<file path="src/rtl/fpu_arbiter.sv">
// Round-robin arbiter/sequencer sharing one fpu_double among N_REQ requesters,
// with enable/reset handshaking and a ready timeout to recover from a hung FPU.
module fpu_arbiter #(
    parameter int N_REQ   = 3,
    parameter int TIMEOUT = 255
) (
    input  logic                 clk,
    input  logic                 reset,
    input  logic [N_REQ-1:0]     req,
    input  logic [3*N_REQ-1:0]   req_op,
    input  logic [2*N_REQ-1:0]   req_rmode,
    input  logic [64*N_REQ-1:0]  req_opa,
    input  logic [64*N_REQ-1:0]  req_opb,
    output logic [N_REQ-1:0]     gnt,
    output logic [N_REQ-1:0]     done,
    output logic [63:0]          result,
    output logic [4:0]           flags,
    output logic                 busy,
    output logic                 fpu_rst,
    output logic                 fpu_enable,
    output logic [2:0]           fpu_op,
    output logic [1:0]           fpu_rmode,
    output logic [63:0]          fpu_opa,
    output logic [63:0]          fpu_opb,
    input  logic [63:0]          fpu_out,
    input  logic                 fpu_ready,
    input  logic                 fpu_overflow,
    input  logic                 fpu_underflow,
    input  logic                 fpu_inexact,
    input  logic                 fpu_exception
);

    localparam int IDX_W = (N_REQ > 1) ? $clog2(N_REQ) : 1;
    localparam logic [15:0]      TIMEOUT_CNT = 16'(TIMEOUT);
    localparam logic [N_REQ-1:0] ONE_HOT     = N_REQ'(1);

    typedef enum logic [1:0] {IDLE, BUSY, RECOVER} state_t;

    state_t             state;
    logic [IDX_W-1:0]   rr;
    logic [IDX_W-1:0]   cur;
    logic [15:0]        count;
    logic               sel_valid;
    logic [IDX_W-1:0]   sel_idx;

    // Scan requesters starting at the round-robin pointer, wrapping once.
    always_comb begin
        int idx;
        sel_valid = 1'b0;
        sel_idx   = '0;
        for (int k = 0; k < N_REQ; k++) begin
            idx = int'(rr) + k;
            if (idx >= N_REQ) idx = idx - N_REQ;
            if (!sel_valid && req[idx]) begin
                sel_valid = 1'b1;
                sel_idx   = IDX_W'(idx);
            end
        end
    end

    always_ff @(posedge clk) begin
        if (!reset) begin
            state      <= IDLE;
            rr         <= '0;
            cur        <= '0;
            count      <= '0;
            gnt        <= '0;
            done       <= '0;
            result     <= '0;
            flags      <= '0;
            busy       <= 1'b0;
            fpu_enable <= 1'b0;
            fpu_rst    <= 1'b1;
            fpu_op     <= '0;
            fpu_rmode  <= '0;
            fpu_opa    <= '0;
            fpu_opb    <= '0;
        end else begin
            gnt  <= '0;
            done <= '0;
            case (state)
                IDLE: begin
                    fpu_rst <= 1'b0;
                    if (sel_valid) begin
                        cur        <= sel_idx;
                        gnt        <= ONE_HOT << sel_idx;
                        busy       <= 1'b1;
                        fpu_enable <= 1'b1;
                        count      <= '0;
                        fpu_op     <= req_op[3*sel_idx +: 3];
                        fpu_rmode  <= req_rmode[2*sel_idx +: 2];
                        fpu_opa    <= req_opa[64*sel_idx +: 64];
                        fpu_opb    <= req_opb[64*sel_idx +: 64];
                        state      <= BUSY;
                    end
                end
                BUSY: begin
                    // Ready is checked first so it wins over a simultaneous timeout.
                    if (fpu_ready) begin
                        result     <= fpu_out;
                        flags      <= {1'b0, fpu_exception, fpu_inexact,
                                       fpu_underflow, fpu_overflow};
                        done       <= ONE_HOT << cur;
                        fpu_enable <= 1'b0;
                        fpu_rst    <= 1'b1;
                        state      <= RECOVER;
                    end else if (count == TIMEOUT_CNT) begin
                        result     <= '0;
                        flags      <= 5'b10000;
                        done       <= ONE_HOT << cur;
                        fpu_enable <= 1'b0;
                        fpu_rst    <= 1'b1;
                        state      <= RECOVER;
                    end else begin
                        count <= count + 16'd1;
                    end
                end
                RECOVER: begin
                    fpu_rst <= 1'b0;
                    busy    <= 1'b0;
                    rr      <= (cur == IDX_W'(N_REQ-1)) ? '0 : cur + 1'b1;
                    state   <= IDLE;
                end
                default: state <= IDLE;
            endcase
        end
    end

endmodule
</file>
<file path="config.mk">
export PLATFORM = sky130hd
export DESIGN_NAME = fpu_arbiter
export DESIGN_NICKNAME = d
export VERILOG_FILES = /design/src/rtl/fpu_arbiter.sv
export SDC_FILE = /design/constraint.sdc
export NUM_CORES = 1
export LEC_CHECK = 0
export CORE_AREA = 2 2 267 269
export CTS_CLUSTER_DIAMETER = 50
export CTS_CLUSTER_SIZE = 8
export DETAILED_ROUTE_END_ITERATION = 12
export DIE_AREA = 0 0 269 271
export PLACE_DENSITY = 0.5
export SLEW_MARGIN = 40
export SYNTH_ARGS = -nofsm -noshare
export SYNTH_HDL_FRONTEND = slang
export SYNTH_SLANG_ARGS = --single-unit
</file>
<file path="constraint.sdc">
create_clock -name clk -period 2.37 [get_ports clk]
set_clock_uncertainty 0.2 [all_clocks]
set_input_delay 0.3555 -clock clk [delete_from_list [all_inputs] [get_ports clk]]
set_output_delay 0.3555 -clock clk [all_outputs]
set_load 0.005 [all_outputs]
</file>
; After elaboration in Yosys (flattened, before gate mapping)
; Index checks and enable logic that the tools add are counted.
[word_totals]
out_inout_bits = 211
wordCells = 103
regBits = 233
[op_classes]
n_shift = 6
n_mux = 41
n_reduce_logical = 19
add_sub_neg = 7
n_eq_ne = 8
n_mul = 1
order_cmp = 6
[ops]
columns = operator, count
row1 = 192-bit by 9-bit indexed part select with 64-bit output, 2
row2 = 64-bit 2-to-1 mux, 2
row3 = "32-bit by 4-bit < comparator with 1-bit output, second input constant", 3
row4 = 32-bit 2-to-1 mux, 3
row5 = 16-bit 2-to-1 mux, 3
row6 = 16-bit case mux with 2 select lines, 1
row7 = "16-bit by 1-bit adder with 16-bit output, second input constant", 1
row8 = "16-bit by 8-bit == test with 1-bit output, second input constant", 1
row9 = 1-bit 2-to-1 mux, 14
row10 = 2-bit 2-to-1 mux, 7
row11 = 2-bit AND reduction, 6
row12 = 5-bit 2-to-1 mux, 2
row13 = 9-bit by 5-bit indexed part select with 3-bit output, 1
row14 = 2-bit nonzero test, 4
row15 = "3-bit by 2-bit subtractor with 4-bit output, second input constant", 2
row16 = 1-bit binary-select mux with 2-bit select, 3
row17 = "3-bit by 2-bit >= comparator with 1-bit output, second input constant", 2
row18 = 3-bit 2-to-1 mux, 2
row19 = "2-bit != test, second input constant", 3
row20 = 1-bit case mux with 2 select lines, 3
row21 = 3-bit AND reduction, 2
row22 = 6-bit by 4-bit indexed part select with 2-bit output, 1
row23 = "1-bit by 2-bit << shifter with 3-bit output, first input constant", 2
row24 = "2-bit == test, second input constant", 2
row25 = other kinds (14), 16

; Longest topological paths before layout
[depth]
word_depth = 14
depth_mapped = 11

; Worst setup path before layout
; Ideal clock, no wire load.
[synth_timing]
kind = register -> register
startpoint = register rr[0]
endpoint = register fpu_opa[0]
synth_period_minus_slack_ns = 2.594
arrival_ns = 2.268
t_required_ns = 2.044
stages_incl_launch_ff = 11
slack_ns = -0.224
setup_ns = 0.126
n_path_buf = 3
path_cell_list = dfxtp_1 -> inv_1 -> ha_1 -> buf_2 -> and3b_1 -> a41oi_2 -> buf_2 -> buf_1 -> a211oi_1 -> a311oi_1 -> a31oi_1
[synth_via]
elab_chain_cells = 13
elab_cells_between_ends = 32
cone_classes = add/sub: 5 / order compare: 3 / shift: 1 / mux: 18 / reduce/logical: 5
[synth_lines]
columns = element, line_no
row1 = "start, declared", 40  ; logic [IDX_W-1:0] rr;
row2 = "start signal, assigned", 121  ; rr <= (cur == IDX_W'(N_REQ-1)) ? '0 : cur + 1'b1;
row3 = "parallel branches: the longest is 13 deep, another holds 3-bit by 2-bit subtractor with 4-bit output", n/a
row4 = "end signal, assigned", 92  ; fpu_opa <= req_opa[64*sel_idx +: 64];
row5 = "end, declared", 23  ; output logic [63:0] fpu_opa,
; Several ways; the timed one is not identified. The select of a mux whose other input is x is not followed.
; A chain may end at the register's enable or synchronous reset.

; Worst setup path after layout
[layout_timing]
startpoint = register rr[1]
endpoint = register fpu_opa[57]
; The elaborated chain is that of the path after synthesis.

==> flow_metrics.env <==
export IMPL_status="complete, but fails checks"
export IMPL_violations="negative setup slack"
export IMPL_fin_tns_setup_ns=-26.29
export IMPL_synth_top_family_by_area="compound AO/OA/AOI/OAI gates"
export IMPL_numPortBuffers=683
export IMPL_holdPathStages=2
export IMPL_final_common_cell="clkdlybuf4s50_1"
export IMPL_min_to="result[6]"
export IMPL_r2r_end="fpu_opa[57]"
export IMPL_htree_levels=2
export IMPL_ys_dominant_reg_cell="dfxtp_1"
export IMPL_cts_tree="done"
export IMPL_switchingPower_mw=5.82
export IMPL_synth_xor_area_frac=0.00592
export IMPL_p_int_mw=12.1
export IMPL_cts_buffers_inserted=46
export IMPL_syn_area_mm2=0.0178
export IMPL_grtUsageTotal=0.236
export IMPL_die_x_um=269
export IMPL_met1_usage=0.282
export IMPL_grtUsageMet3=0.0446
export IMPL_io_pins=684
export IMPL_synth_simple_gate_area_frac=0.165
export IMPL_netSwitchingFraction=0.324
export IMPL_synthArstFlopShare=0
export IMPL_synth_area_mux_share=0.0787
export IMPL_min_period_over_period=1.10
export IMPL_grt_busiest_layer="met2"
export IMPL_post_dp_hpwl_mm=65.8
export IMPL_power_frac_comb=0.363
export IMPL_setup_viol=155
export IMPL_area_growth_pct=72.9
export IMPL_regToRegSetupSlack_ns=-0.24
export IMPL_viasPerCell=5.63
export IMPL_p_seq_frac=0.256
export IMPL_fmax_mhz=382
export IMPL_die_y_um=271
export IMPL_final_cell_mix="682 x clkdlybuf4s50_1, 271 x inv_1, 231 x dfxtp_1"
export IMPL_clk_latency_ns=0.58
export IMPL_critical_path_required_ns=2.62
export IMPL_ctsLongestPathBuffers=3
export IMPL_initial_core_util=0.255
export IMPL_fillCellCount=6762
export IMPL_remaining_drc_errors=0
export IMPL_maxSlewHeadroom=0.499
export IMPL_met2_usage=0.397
export IMPL_grt_pass1_wl_mm=134
export IMPL_num_vias=22700
export IMPL_synth_seq_cells=233
export IMPL_hold_path_class="in2reg"
export IMPL_clkPwrFrac=0.381
export IMPL_slew_viol_final=0
export IMPL_cp_arrival_ns=2.86
export IMPL_yosysSeqAreaShare=0.263
export IMPL_cp_max_fo=54
export IMPL_fp_dieArea_mm2=0.0729
export IMPL_wire_per_inst_um=24.2
export IMPL_power_density_mw_per_mm2=584
export IMPL_critPathKind="reg2reg"
export IMPL_min_period_ns=2.61
export IMPL_clk_pin_slew_worst_paths_ns=0.05
export IMPL_first_iter_violations=2000
export IMPL_grt_pass1_vias=21300
export IMPL_overflow=0
export IMPL_finalHoldViolCount=0
export IMPL_leakagePower_nw=11.1
export IMPL_synth_edf_count=0
export IMPL_synth_distinct_cells=55
export IMPL_cts_root_buf="clkbuf_16"
export IMPL_syn_instance_count=2333
export IMPL_r2r_worst_path_cells=9
export IMPL_worst_pin_slew_ns=0.751
export IMPL_synthAdderAreaFrac=0.00352
export IMPL_antenna_found_initial=30
export IMPL_grt_setup_unrepaired="yes"
export IMPL_synth_compound_area_frac=0.353
export IMPL_final_nets=3512
export IMPL_firstDrtPassIters=5
export IMPL_design_core_area_mm2=0.0698
export IMPL_clock_sinks=233
export IMPL_gp_congestion=0.885
export IMPL_yosysWarnings=0
export IMPL_drv_cap=0
export IMPL_ant_nets=0
export IMPL_setup_slack_ns=-0.245
export IMPL_row_count=97
export IMPL_synthesis_nets=2811
export IMPL_r2r_start="rr[1]"
export IMPL_totalWireLength_mm=97.5
export IMPL_syn_area_per_cell_um2=7.61
export IMPL_crit_path_end_kind="register"
export IMPL_grt_max_degree=80
export IMPL_finalPower_mw=17.9
export IMPL_vdd_ir_drop_worst_uv=568
export IMPL_crit_path_start_kind="register"
export IMPL_final_layout_size_suffix_gt1_frac=0.153
export IMPL_hp_start="fpu_out[6]"
## state kept, by name, summed over array words and instances, names as in the netlist, 2 cells and up
name       count
result        64
count         16
fpu_opa       64
cur            2
done           3
fpu_op         3
fpu_rmode      2
state          2
gnt            3
fpu_opb       64
flags          5
rr             2
## cell type report
cell class	count	area, µm²	area share
repair buffers	941	10500	0.342
flip-flops and latches	233	4670	0.152
clock buffers	57	1260	0.0411
multi-input cells	1539	11700	0.380
inverters	273	1030	0.0335
diodes	27	67.6	0.00220
clock inverters	20	323	0.0105
well taps	940	1180	0.0383
## kinds of logic after synthesis
group / count (synthesis)
flops: 233
mux: 139
fa+ha+maj: 5
simple gates: 609
buf+inv: 561
compound gates: 774
xor+xnor: 12
## cell usage after synthesis (all sizes together), types with 6 or more instances
library cell / count / area (µm²)
a211oi: 133 / 998
a21oi: 6 / 30.0
a22o: 68 / 596
a311oi: 133 / 1160
a31oi: 133 / 832
a32oi: 133 / 1160
and2: 136 / 851
and3: 9 / 56.3
buf: 99 / 608
clkbuf: 189 / 709
dfxtp: 233 / 4660
inv: 273 / 1020
mux2i: 137 / 1370
nand2: 142 / 533
nand3: 135 / 676
nor2: 155 / 584
o2111ai: 137 / 1210
o21ai: 7 / 35.0
xor2: 11 / 96.3
## per-stage QoR
stage               utilization  hold WS (ns)  cell area (µm²)  setup slack (ns)  cells
floorplan                     -         0.239            17900           -0.0410   2333
global placement          0.385         0.235            26900            -0.617   3861
detailed placement        0.385         0.246            26900            -0.617   3861
CTS                       0.416         0.134            29000            -0.204   3951
global route              0.440         0.151            30700            -0.297   4029
finish                    0.440         0.171            30700            -0.245   4030
## what timing repair did
action,CTS,global route
hold endpoints to repair,2,0
gates resized for setup,54,123
pin swaps,43,72
cloned,5,36
hold buffers,1,0
buffers inserted,7,18
endpoints found under the setup margin,154,156
## worst max path at each step
stage	from	to	slack [ns]	depth (start not counted)
after floorplan	rr[0]	fpu_opb[2]	-0.04	11
after global placement	req[0]	fpu_opa[12]	-0.62	8
after detailed placement	req[1]	fpu_opa[57]	-0.62	8
after CTS	rr[1]	fpu_opa[60]	-0.20	10
after global routing	rr[1]	fpu_opa[57]	-0.30	11
final	rr[1]	fpu_opa[57]	-0.24	9
## per-layer routing
layer | part of all wire | wire length (µm) | up-vias
met5 | 0.00030 | 29 | -
met2 | 0.48 | 46600 | 1241
met3 | 0.079 | 7650 | 262
met1 | 0.39 | 37700 | 10900
met4 | 0.056 | 5450 | 4
li1 | - | - | 10300
## power groups by stage
stage / Clock (mW) / Sequential (mW) / Combinational (mW)
2_1_floorplan: 0 / 4.59 / 2.41
3_3_place_gp: 0 / 4.66 / 5.33
3_5_place_dp: 0 / 4.65 / 5.37
4_1_cts: 6.95 / 4.58 / 5.61
5_1_grt: 7.12 / 4.62 / 6.86
6_report: 6.84 / 4.59 / 6.52
## critical path, stage by stage (launching register included)
cell and delay (ns):
dfxtp_4 0.37, inv_4 0.05, ha_4 0.19, buf_6 0.12
mux2_4 0.31, a21o_4 0.24, o311a_4 0.38, buf_12 0.21
a32oi_1 0.26, a31oi_1 0.07
No activity file was read; power rests on OpenSTA's default activity.
